$ cat src/rtl/tmds_pkg.sv
// Shared TMDS definitions: control-token symbols, receive alignment states and
// the 10b->8b data decode used by the lane receiver (the transmit encoder
// imports this package too).
package tmds_pkg;

  localparam logic [9:0] TMDS_CTL_00 = 10'h354;
  localparam logic [9:0] TMDS_CTL_01 = 10'h0AB;
  localparam logic [9:0] TMDS_CTL_10 = 10'h154;
  localparam logic [9:0] TMDS_CTL_11 = 10'h2AB;

  typedef enum logic [1:0] {
    HUNT   = 2'd0,
    SLIP   = 2'd1,
    SETTLE = 2'd2,
    LOCKED = 2'd3
  } align_state_t;

  // Undo the optional bit inversion (bit 9), then undo the XOR/XNOR chain
  // selected by bit 8.
  function automatic logic [7:0] tmds_decode8(input logic [9:0] sym);
    logic [7:0] d;
    logic [7:0] q;
    d    = sym[9] ? ~sym[7:0] : sym[7:0];
    q    = '0;
    q[0] = d[0];
    for (int unsigned i = 1; i < 8; i++) begin
      q[i] = sym[8] ? (d[i] ^ d[i-1]) : ~(d[i] ^ d[i-1]);
    end
    return q;
  endfunction

endpackage

$ cat src/rtl/tmds_rx_align.sv
// Word-alignment FSM for one TMDS lane: counts control-token runs to declare
// lock, issues a bitslip after a hunt timeout, waits for the deserializer to
// settle, and drops lock after a long absence of control tokens.
module tmds_rx_align
  import tmds_pkg::*;
#(
  parameter int unsigned CTL_RUN      = 64,
  parameter int unsigned HUNT_TIMEOUT = 2048,
  parameter int unsigned SLIP_WAIT    = 16,
  parameter int unsigned LOSS_TIMEOUT = 1048576
) (
  input  logic i_clk,
  input  logic i_rst_n,
  input  logic i_sym_vld,
  input  logic i_is_ctl,
  output logic o_bitslip,
  output logic o_locked
);

  localparam int unsigned RUN_W  = $clog2(CTL_RUN + 1);
  localparam int unsigned TMO_W  = $clog2(HUNT_TIMEOUT + 1);
  localparam int unsigned SET_W  = $clog2(SLIP_WAIT + 1);
  localparam int unsigned LOSS_W = $clog2(LOSS_TIMEOUT + 1);

  localparam logic [RUN_W-1:0]  RUN_MAX  = RUN_W'(CTL_RUN);
  localparam logic [TMO_W-1:0]  TMO_MAX  = TMO_W'(HUNT_TIMEOUT);
  localparam logic [SET_W-1:0]  SET_MAX  = SET_W'(SLIP_WAIT);
  localparam logic [LOSS_W-1:0] LOSS_MAX = LOSS_W'(LOSS_TIMEOUT);

  align_state_t r_state, w_state;
  logic [RUN_W-1:0]  r_run,    w_run,    w_run_inc;
  logic [TMO_W-1:0]  r_tmo,    w_tmo,    w_tmo_inc;
  logic [SET_W-1:0]  r_settle, w_settle, w_settle_inc;
  logic [LOSS_W-1:0] r_loss,   w_loss,   w_loss_inc;
  logic              r_bitslip, w_slip;

  // Saturating increments: counters stop at their terminal value.
  assign w_run_inc    = (r_run    == RUN_MAX)  ? r_run    : r_run    + 1'b1;
  assign w_tmo_inc    = (r_tmo    == TMO_MAX)  ? r_tmo    : r_tmo    + 1'b1;
  assign w_settle_inc = (r_settle == SET_MAX)  ? r_settle : r_settle + 1'b1;
  assign w_loss_inc   = (r_loss   == LOSS_MAX) ? r_loss   : r_loss   + 1'b1;

  // State, counters and the one-cycle bitslip pulse.
  always_ff @(posedge i_clk or negedge i_rst_n) begin
    if (!i_rst_n) begin
      r_state   <= HUNT;
      r_run     <= '0;
      r_tmo     <= '0;
      r_settle  <= '0;
      r_loss    <= '0;
      r_bitslip <= 1'b0;
    end else begin
      r_state   <= w_state;
      r_run     <= w_run;
      r_tmo     <= w_tmo;
      r_settle  <= w_settle;
      r_loss    <= w_loss;
      r_bitslip <= w_slip;
    end
  end

  // Next state and counter updates; nothing advances without a valid symbol.
  always_comb begin
    w_state  = r_state;
    w_run    = r_run;
    w_tmo    = r_tmo;
    w_settle = r_settle;
    w_loss   = r_loss;
    w_slip   = 1'b0;
    if (i_sym_vld) begin
      unique case (r_state)
        HUNT: begin
          w_run = i_is_ctl ? w_run_inc : '0;
          w_tmo = w_tmo_inc;
          // A run match on the same symbol as the timeout wins: lock, no slip.
          if (i_is_ctl && (w_run_inc == RUN_MAX)) begin
            w_state = LOCKED;
            w_loss  = '0;
          end else if (w_tmo_inc == TMO_MAX) begin
            w_state = SLIP;
            w_slip  = 1'b1;
          end
        end
        SLIP: begin
          w_state  = SETTLE;
          w_settle = '0;
        end
        SETTLE: begin
          if (r_settle == SET_MAX) begin
            w_state = HUNT;
            w_run   = '0;
            w_tmo   = '0;
          end else begin
            w_settle = w_settle_inc;
          end
        end
        LOCKED: begin
          w_loss = i_is_ctl ? '0 : w_loss_inc;
          if (!i_is_ctl && (w_loss_inc == LOSS_MAX)) begin
            w_state = HUNT;
            w_run   = '0;
            w_tmo   = '0;
          end
        end
        default: w_state = HUNT;
      endcase
    end
  end

  assign o_bitslip = r_bitslip;
  assign o_locked  = (r_state == LOCKED);

endmodule

$ cat src/rtl/tmds_rx_channel.sv
// One TMDS receive lane: two-stage decode pipeline (classify, then decode)
// plus lane alignment. Define TMDS_RX_ALIGN_EN to build the bitslip FSM;
// without it the lane expects a self-aligning deserializer, bitslip_o is 0
// and locked_o sets on the first control token after reset.
module tmds_rx_channel
  import tmds_pkg::*;
#(
  parameter int unsigned CTL_RUN      = 64,
  parameter int unsigned HUNT_TIMEOUT = 2048,
  parameter int unsigned SLIP_WAIT    = 16,
  parameter int unsigned LOSS_TIMEOUT = 1048576
) (
  input  logic       clk_pix,
  input  logic       reset_n,
  input  logic [9:0] sym_i,
  input  logic       sym_valid_i,
  output logic [7:0] data_o,
  output logic [1:0] ctl_o,
  output logic       de_o,
  output logic       valid_o,
  output logic       bitslip_o,
  output logic       locked_o
);

  logic       w_is_ctl;
  logic [1:0] w_ctl;

  logic       r_vld1;
  logic [9:0] r_sym1;
  logic       r_is_ctl1;
  logic [1:0] r_ctl1;

  logic       r_vld2;
  logic [7:0] r_data2;
  logic [1:0] r_ctl2;
  logic       r_de2;

  // Classify the incoming symbol against the four control tokens (all 10 bits).
  always_comb begin
    w_is_ctl = 1'b1;
    w_ctl    = 2'b00;
    unique case (sym_i)
      TMDS_CTL_00: w_ctl = 2'b00;
      TMDS_CTL_01: w_ctl = 2'b01;
      TMDS_CTL_10: w_ctl = 2'b10;
      TMDS_CTL_11: w_ctl = 2'b11;
      default:     w_is_ctl = 1'b0;
    endcase
  end

  // Stage 1: capture symbol and token class on valid input.
  always_ff @(posedge clk_pix or negedge reset_n) begin
    if (!reset_n) begin
      r_vld1    <= 1'b0;
      r_sym1    <= '0;
      r_is_ctl1 <= 1'b0;
      r_ctl1    <= '0;
    end else begin
      r_vld1 <= sym_valid_i;
      if (sym_valid_i) begin
        r_sym1    <= sym_i;
        r_is_ctl1 <= w_is_ctl;
        r_ctl1    <= w_ctl;
      end
    end
  end

  // Stage 2: control tokens update ctl and hold data; data symbols do the reverse.
  always_ff @(posedge clk_pix or negedge reset_n) begin
    if (!reset_n) begin
      r_vld2  <= 1'b0;
      r_data2 <= '0;
      r_ctl2  <= '0;
      r_de2   <= 1'b0;
    end else begin
      r_vld2 <= r_vld1;
      if (r_vld1) begin
        if (r_is_ctl1) begin
          r_ctl2 <= r_ctl1;
          r_de2  <= 1'b0;
        end else begin
          r_data2 <= tmds_decode8(r_sym1);
          r_de2   <= 1'b1;
        end
      end
    end
  end

  assign data_o  = r_data2;
  assign ctl_o   = r_ctl2;
  assign de_o    = r_de2;
  assign valid_o = r_vld2;

`ifdef TMDS_RX_ALIGN_EN
  // The FSM consumes stage-1 symbols so lock changes land with stage-2 output.
  tmds_rx_align #(
    .CTL_RUN      (CTL_RUN),
    .HUNT_TIMEOUT (HUNT_TIMEOUT),
    .SLIP_WAIT    (SLIP_WAIT),
    .LOSS_TIMEOUT (LOSS_TIMEOUT)
  ) u_align (
    .i_clk     (clk_pix),
    .i_rst_n   (reset_n),
    .i_sym_vld (r_vld1),
    .i_is_ctl  (r_is_ctl1),
    .o_bitslip (bitslip_o),
    .o_locked  (locked_o)
  );
`else
  logic r_locked;
  logic w_unused_cfg;

  // Sticky lock on the first valid control token after reset.
  always_ff @(posedge clk_pix or negedge reset_n) begin
    if (!reset_n) begin
      r_locked <= 1'b0;
    end else if (r_vld1 && r_is_ctl1) begin
      r_locked <= 1'b1;
    end
  end

  assign locked_o     = r_locked;
  assign bitslip_o    = 1'b0;
  assign w_unused_cfg = ^{CTL_RUN, HUNT_TIMEOUT, SLIP_WAIT, LOSS_TIMEOUT};
`endif

endmodule

$ cat config.mk
export PLATFORM = sky130hd
export DESIGN_NAME = tmds_rx_channel
export DESIGN_NICKNAME = d
export VERILOG_FILES = /design/src/rtl/tmds_pkg.sv /design/src/rtl/tmds_rx_align.sv /design/src/rtl/tmds_rx_channel.sv
export SDC_FILE = /design/constraint.sdc
export NUM_CORES = 1
export LEC_CHECK = 0
export CAP_MARGIN = 20
export CORE_MARGIN = 2
export CORE_UTILIZATION = 35
export DETAILED_ROUTE_END_ITERATION = 8
export GPL_ROUTABILITY_DRIVEN = 0
export PLACE_DENSITY = 0.65
export SKIP_LAST_GASP = 1
export SLEW_MARGIN = 20
export SYNTH_ARGS = -nofsm -noshare
export SYNTH_HDL_FRONTEND = slang
export SYNTH_SLANG_ARGS = --single-unit
$ cat constraint.sdc
create_clock -name clk_pix -period 2.8 [get_ports clk_pix]
set_input_delay 0.28 -clock clk_pix [delete_from_list [all_inputs] [get_ports clk_pix]]
set_output_delay 0.28 -clock clk_pix [all_outputs]
set_load 0.01 [all_outputs]
Yosys cells after proc, flatten, opt, wreduce, memory -nomap -nowiden
Index checks and enable logic that the tools add are counted.
{"block": "op_classes", "n_eq_ne": 4, "muxes": 11, "bitwise": 16, "reduce_logical": 4}
{"operator": "== test 10 bit (second input constant)", "count": 2}
{"operator": "== test 10 x 8 -> 1 bit (second input constant)", "count": 1}
{"operator": "== test 10 x 9 -> 1 bit (second input constant)", "count": 1}
{"operator": "two-way mux 1 bit", "count": 9}
{"operator": "two-way mux 8 bit", "count": 1}
{"operator": "NOT 1 bit", "count": 8}
{"operator": "NOT 8 bit", "count": 1}
{"operator": "bitwise XOR 1 bit", "count": 7}
{"operator": "one-hot mux 2 bit (3 select lines)", "count": 1}
{"operator": "AND reduction 2 bit", "count": 2}
{"operator": "OR reduction 4 bit", "count": 1}
{"operator": "logical AND 1 bit", "count": 1}
{"block": "word_totals", "register_bits": 27, "inputBits": 13, "out_inout_bits": 14, "wordCells": 44}

Longest topological paths before layout
Gate-level depths: netlist of run 1.
{"block": "logic_depth", "ltp_word": 5, "ltp_mapped": 4, "depth_no_buf": 3}

Least setup slack after synthesis of run 1
Ideal clock, no wire load.
{"block": "synth_timing", "path_kind": "register -> register", "startpoint": "register r_is_ctl1", "endpoint": "register r_data2[0], in the netlist data_o[0]", "setup_time_ps": 133, "arrival_ps": 901, "t_required_ps": 2667, "setup_slack_ps": 1766, "stages_incl_launch_ff": 5, "n_path_buf": 1, "synth_period_minus_slack_ps": 1034, "path_cell_list": "dfrtp_1 -> nand2b_1 -> buf_4 -> nand2_1 -> o21ai_0"}
{"block": "synth_between", "elab_chain_cells": 2}
{"item": "start: declaration", "line": "tmds_rx_channel.sv:30", "text": "logic r_is_ctl1;"}
{"item": "start signal: assignment", "line": "tmds_rx_channel.sv:62", "text": "r_is_ctl1 <= w_is_ctl;"}
{"item": "NOT 1 bit (no line)"}
{"item": "AND reduction 2 bit (no line)"}
{"item": "end signal: assignment", "line": "tmds_rx_channel.sv:82", "text": "r_data2 <= tmds_decode8(r_sym1);"}
{"item": "end: declaration", "line": "tmds_rx_channel.sv:34", "text": "logic [7:0] r_data2;"}
No other way between the ends.
A chain may end at the register's enable or synchronous reset.

==> qor.yml, run 1 <==
status: "finished, final reports clean"
fin_tns_setup_ns: 0
synth_area_sq_um: 1245
place_area_sq_um: 1526
diodes: 0
drtAntennaViolNets: 0
min_period_over_period_pct: 55.47
clkLatencyLatePin_ns: 0.31
cts.repair.resized: 0
drt-total-wl_um: 1937
setup_viol: 0
antenna_found_initial: 0
critPathLaunchType: "primary input"
async_flop_share_pct: 100.0
grt_use_total_pct: 10.86
skew_ns: 0.002892
rsz0062_at_grt: "no"
fin_util_pct: 45.81
path_clk_slew_ns: 0.13
worst-endpoint-required_ns: 3.01
numCtsBuffers: 3
die_h_um: 63.64
initial_core_util_pct: 36.73
grtUsageMet2_pct: 17.37
via_count: 740
grt_pass1_vias: 746
syn_area_per_cell_sq_um: 13.10
max_stage_delay_ns: 0.73
leakage_nw: 0.6539
grt_use_met1_pct: 13.86
final_nets: 135
hold_viol: 0
slew_headroom_pct: 58.09
multi_input_area_sq_um: 524.3
synth_top_area_share_pct: 54.27
synth.top_cells.by_count: "27 x dfrtp_1, 11 x mux2_2, 10 x nand2_1"
worst_path_max_delay_cell: "clkdlybuf4s50_1"
netlist_top_cells_area: "dfrtp_1 54%, mux2_2 9.9%, xnor2_4 6.6%, xnor2_1 6.3%, nand2_1 3.0%"
dr.pass1.iters: 2
use_met3_pct: 1.071
regArea_sq_um: 675.6
hold_buffers: 0
synthFlopType: "dfrtp_1"
timing.fmax_ghz: 0.6439
remaining_drc_errors: 0
max_cap_violations: 0
tightest_slew_ns: 0.6267
grt_max_degree: 28
syn-num-nets: 108
grt_remaining_overflow: 0
busiest_layer: "met2"
drt_iter0_drc: 17
min_path_type: "in -> async"
p_per_area_nw_per_um2: 547.1
clock_path_buffers: 2
core_area_sq_um: 3390
synth-seq-cells: 27
port_buffers: 25
crit_fanout: 16
ys_warn_count: 0
max-vdd-ir-drop_mv: 0.1365
ys_seq_area_share_pct: 54.27
wl_per_cell_um: 11.60
path_class: "in -> reg"
n_fill_cell: 324
postSynthCellCount: 95
cts_tree: "done"
cp.arrival_ns: 1.77
synth-edff-count: 0
final_area_sq_um: 1553
via_per_inst: 4.431
critPathCaptureType: "flop"
design.die.area_sq_um: 4050
finalMaxSlewViolations: 0
io_pins: 27
yosysMostFrequentCell: "dfrtp_1"
root_buffer: "clkbuf_4"
total_power_uw: 849.5
area_growth_pct: 24.72
critical_path.cell_chain: "clkdlybuf4s50_1 -> and4b_1 -> a41o_1 -> o21bai_1"
num_rows: 21
yosysUniqueCellTypes: 25
finalCriticalPeriod_ns: 1.553
post_cts.repair.setup_buffers: 0
drive_gt1_share_pct: 18.18
grt_pass1_wl_um: 3387
htree_levels: 1
clock-sinks: 27
die_w_um: 63.64
synth.largest_area_cell: "dfrtp_1"
==> kinds of logic (layout without fill, tap and decap cells) <==
| group | after synthesis | in the layout | synth area share [%] |
|---|---|---|---|
| compound gates | 14 | 14 | 6.633 |
| xor+xnor | 12 | 12 | 12.97 |
| buf+inv | 7 | 33 | 3.618 |
| flops | 27 | 27 | 54.27 |
| mux | 11 | 11 | 9.950 |
| other cells | 1 | 1 | 0.3012 |
| simple gates | 23 | 23 | 12.26 |
==> path summary, 6_finish.rpt <==
path                        startpoint   endpoint  slack [ns]  depth (start not counted)
max reg2reg                  r_sym1[8]  data_o[5]        1.56                          3
min                            reset_n       de_o        0.32                          2
min reg2reg                     r_vld1    valid_o        0.44                          0
max in group asynchronous      reset_n  r_is_ctl1        2.23                          2
min in group clk_pix            r_vld1    valid_o        0.44                          0
max                        sym_valid_i  r_ctl1[1]        1.25                          4
==> flip-flops by register name (all words and copies together) (netlist names) <==
name,count
data_o,8
ctl_o,2
r_ctl1,2
r_vld1,1
locked_o,1
r_is_ctl1,1
valid_o,1
de_o,1
r_sym1,10
==> final cells by class <==
class,count,area share (%)
flip-flops and latches,27,43.51
multi-input cells,61,33.76
repair buffers,26,16.60
well taps,46,3.707
clock buffers,4,1.692
inverters,3,0.7252
==> metal layers <==
layer	part of all wire [%]	wire (um)
met5	0	0
met4	2.4	47
met3	3.4	65
met2	47	908
met1	47	916
==> report_power, final <==
part | total (mW) | leakage (nW) | switching (mW) | internal [mW]
registers | 0.474 | 0.332 | 0.0389 | 0.436
clock network | 0.158 | 0.0150 | 0.102 | 0.0557
logic | 0.217 | 0.307 | 0.0799 | 0.137
total | 0.849 | 0.654 | 0.221 | 0.629
==> worst max-delay path: cells and delay by family <==
| kind | cells | cell delay [ns] |
|---|---|---|
| and+or+nand+nor | 1 | 0.38 |
| buffers and inverters | 1 | 0.73 |
| AOI/OAI and AO/OA | 2 | 0.37 |
==> per-stage QoR <==
| step | setup slack (ns) | std cells | hold WS (ns) |
|---|---|---|---|
| final | 1.247 | 167 | 0.3235 |
| after global routing | 1.139 | 167 | 0.3513 |
| after global placement | 0.9301 | 163 | 0.4123 |
| after detailed placement | 0.8869 | 163 | 0.4155 |
| after floorplan | 1.766 | 95 | -0.01559 |
| after CTS | 1.238 | 167 | 0.3206 |
==> cells in the final DEF, fill, tap and decap left out, types with 2 or more instances in the layout <==
cell,Yosys,layout
mux2_2,11,11
xnor2_4,3,3
clkdlybuf4s50_1,0,25
clkbuf_4,0,3
xnor2_1,9,9
nand3_1,2,2
o21ai_1,5,5
nand2b_1,3,3
o21ai_0,5,5
inv_1,3,3
dfrtp_1,27,27
nand2_1,10,10
No activity file was read; power rests on OpenSTA's default activity.
==> inputs of run 2 (changes only) <==
--- a/config.mk
+++ b/config.mk
@@ -10,7 +10,7 @@
 export CORE_UTILIZATION = 35
 export DETAILED_ROUTE_END_ITERATION = 8
 export GPL_ROUTABILITY_DRIVEN = 0
-export PLACE_DENSITY = 0.65
+export PLACE_DENSITY = 0.67
 export SKIP_LAST_GASP = 1
 export SLEW_MARGIN = 20
 export SYNTH_ARGS = -nofsm -noshare
==> constraint.sdc (replaced) <==
create_clock -name clk_pix -period 1.4 [get_ports clk_pix]
set_input_delay 0.14 -clock clk_pix [delete_from_list [all_inputs] [get_ports clk_pix]]
set_output_delay 0.14 -clock clk_pix [all_outputs]
set_load 0.01 [all_outputs]
==> run 2 against run 1 <==
- count of clock-buffer cells in the layout stayed put
- critical path depth down 3
- non-clock buffer count is 6 higher
- first-iteration DRC count fell by 59%
- register-to-register slack worse by 1.4 ns
- largest cell class unchanged
- via count is 4.1% higher
- combinational power rose by 110%
- critical path type is now reg -> out
- routed wire length increased by 3.6%
- clock skew grew 0.0028 ns
==> qor.yml, run 2 (synthesis gave the netlist of run 1 again) <==
diodes: 0
dp_slack_ns: -0.002433
final_cells: 173
drtAntennaViolNets: 0
leakage_nw: 0.8101
initial_core_util_pct: 36.73
min_period_over_period_pct: 97.23
path_clk_slew_ns: 0.13
slew_headroom_pct: 64.09
die_w_um: 63.64
status: "finished, final reports clean"
design.die.area_sq_um: 4050
hold_slack_ns: 0.1675
critPathBufInv: 1
finalMaxSlewViolations: 0
crit_fanout: 2
dp_hpwl_um: 1567
skew_ns: 0.005680
pwr-share-seq_pct: 54.9
worst-endpoint-required_ns: 1.26
final_cell_mix: "27 x dfrtp_1, 15 x clkdlybuf4s50_1, 11 x mux2_2"
port_buffers: 25
dr.pass1.iters: 2
drt-total-wl_um: 2006
grt_pass1_wl_um: 3450
setup_viol: 0
root_buffer: "clkbuf_4"
num_rows: 21
r2r_setup_slack_ns: 0.18
hold_buffers: 0
wl_per_cell_um: 11.60
tightest_slew_ns: 0.5386
finalCriticalPeriod_ns: 1.361
p_sw_uw: 460.1
cp.arrival_ns: 1.22
timing.fmax_ghz: 0.7347
core_area_sq_um: 3390
grt_use_total_pct: 11.06
min_path_type: "in -> async"
io_pins: 27
p_clk_share_pct: 19.2
critPathCaptureType: "output pin"
path_class: "reg -> out"
critical_path.cell_chain: "clkdlybuf4s50_1"
hold_viol: 0
rr_worst_depth: 3
drive_gt1_share_pct: 22.05
path_depth: 1
max_cap_violations: 0
clock-sinks: 27
grt_max_degree: 28
n_fill_cell: 308
cts_tree: "done"
drt_iter0_drc: 7
p_int_mw: 1.266
power_frac_comb_pct: 25.9
via_count: 770
swShare_pct: 26.66
final_nets: 141
route.met3.wl_um: 101
critPathLaunchType: "flop"
p_per_area_nw_per_um2: 1063
regArea_sq_um: 675.6
area_growth_pct: 30.35
die_h_um: 63.64
fin_util_pct: 47.88
fin_ws_ns: 0.03883
remaining_drc_errors: 0
worst_path_max_delay_cell: "clkdlybuf4s50_1"
regMostFlops: "r_sym1"
via_per_inst: 4.451
post-place-cells: 167
wl_met1_um: 929
routed-wl-met2_um: 905
max-vdd-ir-drop_mv: 0.3520
largest_reg_flops: 10
clkLatencyLatePin_ns: 0.33
top_layer_used: "met4"
reg2reg_to: "data_o[5]"
clock_path_buffers: 2
multi_input_area_sq_um: 524.3
numCtsBuffers: 3
cp_top_family: "buffers and inverters"
htree_levels: 1
final_common_cell: "dfrtp_1"
fin_tns_setup_ns: 0
reg2reg_from: "r_sym1[8]"
grt_remaining_overflow: 0
max_stage_delay_ns: 0.53
antenna_found_initial: 0
grt_pass1_vias: 752
==> run 2: metal layers <==
layer / up-vias / track usage, %
met5: - / 0
met4: 0 / 8.152
met3: 5 / 1.250
met2: 22 / 17.50
met1: 354 / 13.88
li1: 389 / -
==> run 2: power groups by stage <==
| stage | Sequential, mW | Clock [mW] | Combinational, mW |
|---|---|---|---|
| 5_1_grt | 0.962 | 0.369 | 0.492 |
| 2_1_floorplan | 0.977 | 0 | 0.229 |
| 4_1_cts | 0.953 | 0.342 | 0.450 |
| 3_5_place_dp | 0.969 | 0 | 0.450 |
| 6_report | 0.947 | 0.331 | 0.448 |
| 3_3_place_gp | 0.961 | 0 | 0.445 |
==> run 2: timing repair <==
action,4_1_cts,5_1_grt
gates resized for setup,0,10
endpoints found under the setup margin,0,11
buffers inserted,0,2
==> run 2: through the flow <==
step	power [mW]	area, sq um
final	1.726	1623
after global routing	1.823	1623
after CTS	1.746	1583
after detailed placement	1.419	1556
after global placement	1.406	1556
after floorplan	1.206	1245
==> run 2: worst max path at each step <==
stage / endpoint / slack, ns / start
global route: data_o[0] / -0.002 / data_o[0]
global placement: r_ctl1[1] / 0.05 / sym_i[7]
CTS: data_o[7] / 0.008 / data_o[7]
detailed placement: r_ctl1[1] / -0.002 / sym_i[7]
floorplan: data_o[0] / 0.37 / r_is_ctl1
finish: data_o[3] / 0.04 / data_o[3]
==> run 2: final cells by class <==
| cell class | count | area share (%) |
|---|---|---|
| multi-input combinational | 61 | 32.31 |
| tap | 46 | 3.547 |
| sequential | 27 | 41.63 |
| timing repair buffer | 32 | 20.20 |
| clock buffer | 4 | 1.619 |
| inverter | 3 | 0.6939 |
==> inputs of run 3 (changes only) <==
--- a/config.mk
+++ b/config.mk
@@ -6,8 +6,9 @@
 export NUM_CORES = 1
 export LEC_CHECK = 0
 export CAP_MARGIN = 20
-export CORE_MARGIN = 2
+export CORE_MARGIN = 10
 export CORE_UTILIZATION = 35
+export CTS_CLUSTER_DIAMETER = 60
 export DETAILED_ROUTE_END_ITERATION = 8
 export GPL_ROUTABILITY_DRIVEN = 0
 export PLACE_DENSITY = 0.67
==> run 3 against run 2 <==
- count of clock-buffer cells in the layout is 1 lower
- largest power group unchanged
- die area grew 57%
- total power rose by 0.14%
- highest routed layer unchanged
- critical path type is now reg -> reg
- combinational power shrank 0.9%
- first-iteration DRC count rose by 100%
- clock power rose by 2%
- fmax rose by 11%
- non-clock buffer count shrank 1
- cell count fell by 0.58%
- sequential power about the same
- global-route usage shrank 3.6 points
==> qor.yml, run 3 (synthesis gave the netlist of run 1 again) <==
dr.pass1.iters: 2
final_common_cell: "dfrtp_1"
reg2reg_to: "data_o[7]"
rsz0062_at_grt: "no"
die_h_um: 79.64
clock-sinks: 27
final_cell_mix: "27 x dfrtp_1, 12 x clkdlybuf4s50_1, 11 x mux2_2"
initial_core_util_pct: 36.73
dp_hpwl_um: 1834
p_per_area_nw_per_um2: 1074
power_frac_comb_pct: 25.7
grt_max_degree: 28
use_met3_pct: 2.027
diodes: 0
fin_tns_setup_ns: 0
critPathCaptureType: "flop"
endpoint: "data_o[7]"
min_path_type: "in -> async"
finalMaxSlewViolations: 0
grt_use_total_pct: 7.473
p_sw_uw: 479.7
min_period_over_period_pct: 87.67
root_buffer: "clkbuf_4"
rr_worst_depth: 3
fin_ws_ns: 0.1726
status: "finished, final reports clean"
drive_gt1_share_pct: 22.22
place_area_sq_um: 1549
clkLatencyLatePin_ns: 0.33
max_cap_violations: 0
leakage_nw: 0.8064
clock_path_buffers: 2
port_buffers: 25
critPathLaunchType: "flop"
drt_iter0_drc: 14
num_rows: 21
reg2reg_from: "r_sym1[8]"
busiest_layer: "met2"
slew_headroom_pct: 64.97
core_area_sq_um: 3390
remaining_drc_errors: 0
io_pins: 27
hold_viol: 0
timing.fmax_ghz: 0.8147
numCtsBuffers: 3
skew_ns: 0.006400
via_per_inst: 4.442
p_int_mw: 1.248
cts_tree: "done"
largest_reg_flops: 10
r2r_setup_slack_ns: 0.17
grt_remaining_overflow: 0
crit_fanout: 5
grt_pass1_vias: 819
path_clk_slew_ns: 0.15
swShare_pct: 27.76
final_area_sq_um: 1609
wl_per_cell_um: 13.47
grt_pass1_wl_um: 3843
die_w_um: 79.64
grt_use_met1_pct: 8.958
pwr-share-seq_pct: 54.8
tightest_slew_ns: 0.5254
cp-startpoint: "r_sym1[8]"
dp_slack_ns: 0.02538
regMostFlops: "r_sym1"
htree_levels: 1
antenna_found_initial: 0
hold_buffers: 0
finalCriticalPeriod_ns: 1.227
final_nets: 140
cp.arrival_ns: 1.43
path_class: "reg -> reg"
drtAntennaViolNets: 0
setup_viol: 0
worst-endpoint-required_ns: 1.61
max-vdd-ir-drop_mv: 0.5098
area_growth_pct: 29.25
grtUsageMet2_pct: 12.22
via_count: 764
p_clk_share_pct: 19.5
design.die.area_sq_um: 6343
drt-total-wl_um: 2316
==> run 3: cell count changes in the layout (fill, tap and decap cells not counted) <==
| cell | change |
|---|---|
| clkbuf_1 | -1 |
| clkinv_2 | +1 |
| dlygate4sd2_1 | +4 |
| clkdlybuf4s50_1 | -3 |
| dlymetal6s2s_1 | -1 |
| buf_4 | -1 |
==> run 3: cell type report <==
| class | instances | area [sq um] |
|---|---|---|
| clock inverter | 1 | 5.005 |
| fill | 322 | 1780 |
| clock buffer | 3 | 22.52 |
| sequential | 27 | 675.6 |
| timing repair buffer | 31 | 312.8 |
| multi-input combinational | 61 | 524.3 |
| tap | 46 | 57.56 |
| inverter | 3 | 11.26 |
==> run 3: worst min-delay path by stage <==
stage | endpoint | slack, ns | cells after the start
final | data_o[0] | 0.16 | 2
after global routing | data_o[0] | 0.20 | 2
after CTS | de_o | 0.17 | 2
after detailed placement | valid_o | 0.43 | 0
after global placement | valid_o | 0.41 | 0
after floorplan | ctl_o[0] | -0.16 | 0
==> run 3: critical path, cell delays in order, from the launching register on <==
cell and delay [ns]:
dfrtp_1 0.70, xnor2_4 0.18, xnor2_1 0.15, o21ai_1 0.08
==> run 3: what timing repair did <==
action / CTS / global route
resized for setup: 4 / 9
pin swaps: 0 / 0
setup endpoints to repair: 4 / 9
buffers inserted: 0 / 2
==> run 3: per-layer routing <==
layer / vias up / wire length (um)
li1: 381 / -
met1: 355 / 1071
met2: 24 / 1068
met3: 4 / 140
met4: 0 / 36
met5: - / 0
==> run 3: power by group through the flow <==
stage / Sequential (mW) / Clock [mW] / Combinational [mW]
after floorplan: 0.977 / 0 / 0.229
after global placement: 0.962 / 0 / 0.450
after detailed placement: 0.970 / 0 / 0.458
after CTS: 0.953 / 0.350 / 0.442
after global routing: 0.964 / 0.386 / 0.488
final: 0.947 / 0.336 / 0.444
==> run 3: metrics by stage <==
stage               hold WS (ns)  power (mW)  utilization, %  cells
floorplan                -0.1556       1.206               -     95
detailed placement        0.4337       1.428           45.70    166
finish                    0.1612       1.728           47.47    172
global route              0.2014       1.839           47.47    172
global placement          0.4106       1.412           45.70    166
CTS                       0.1728       1.745           46.36    170
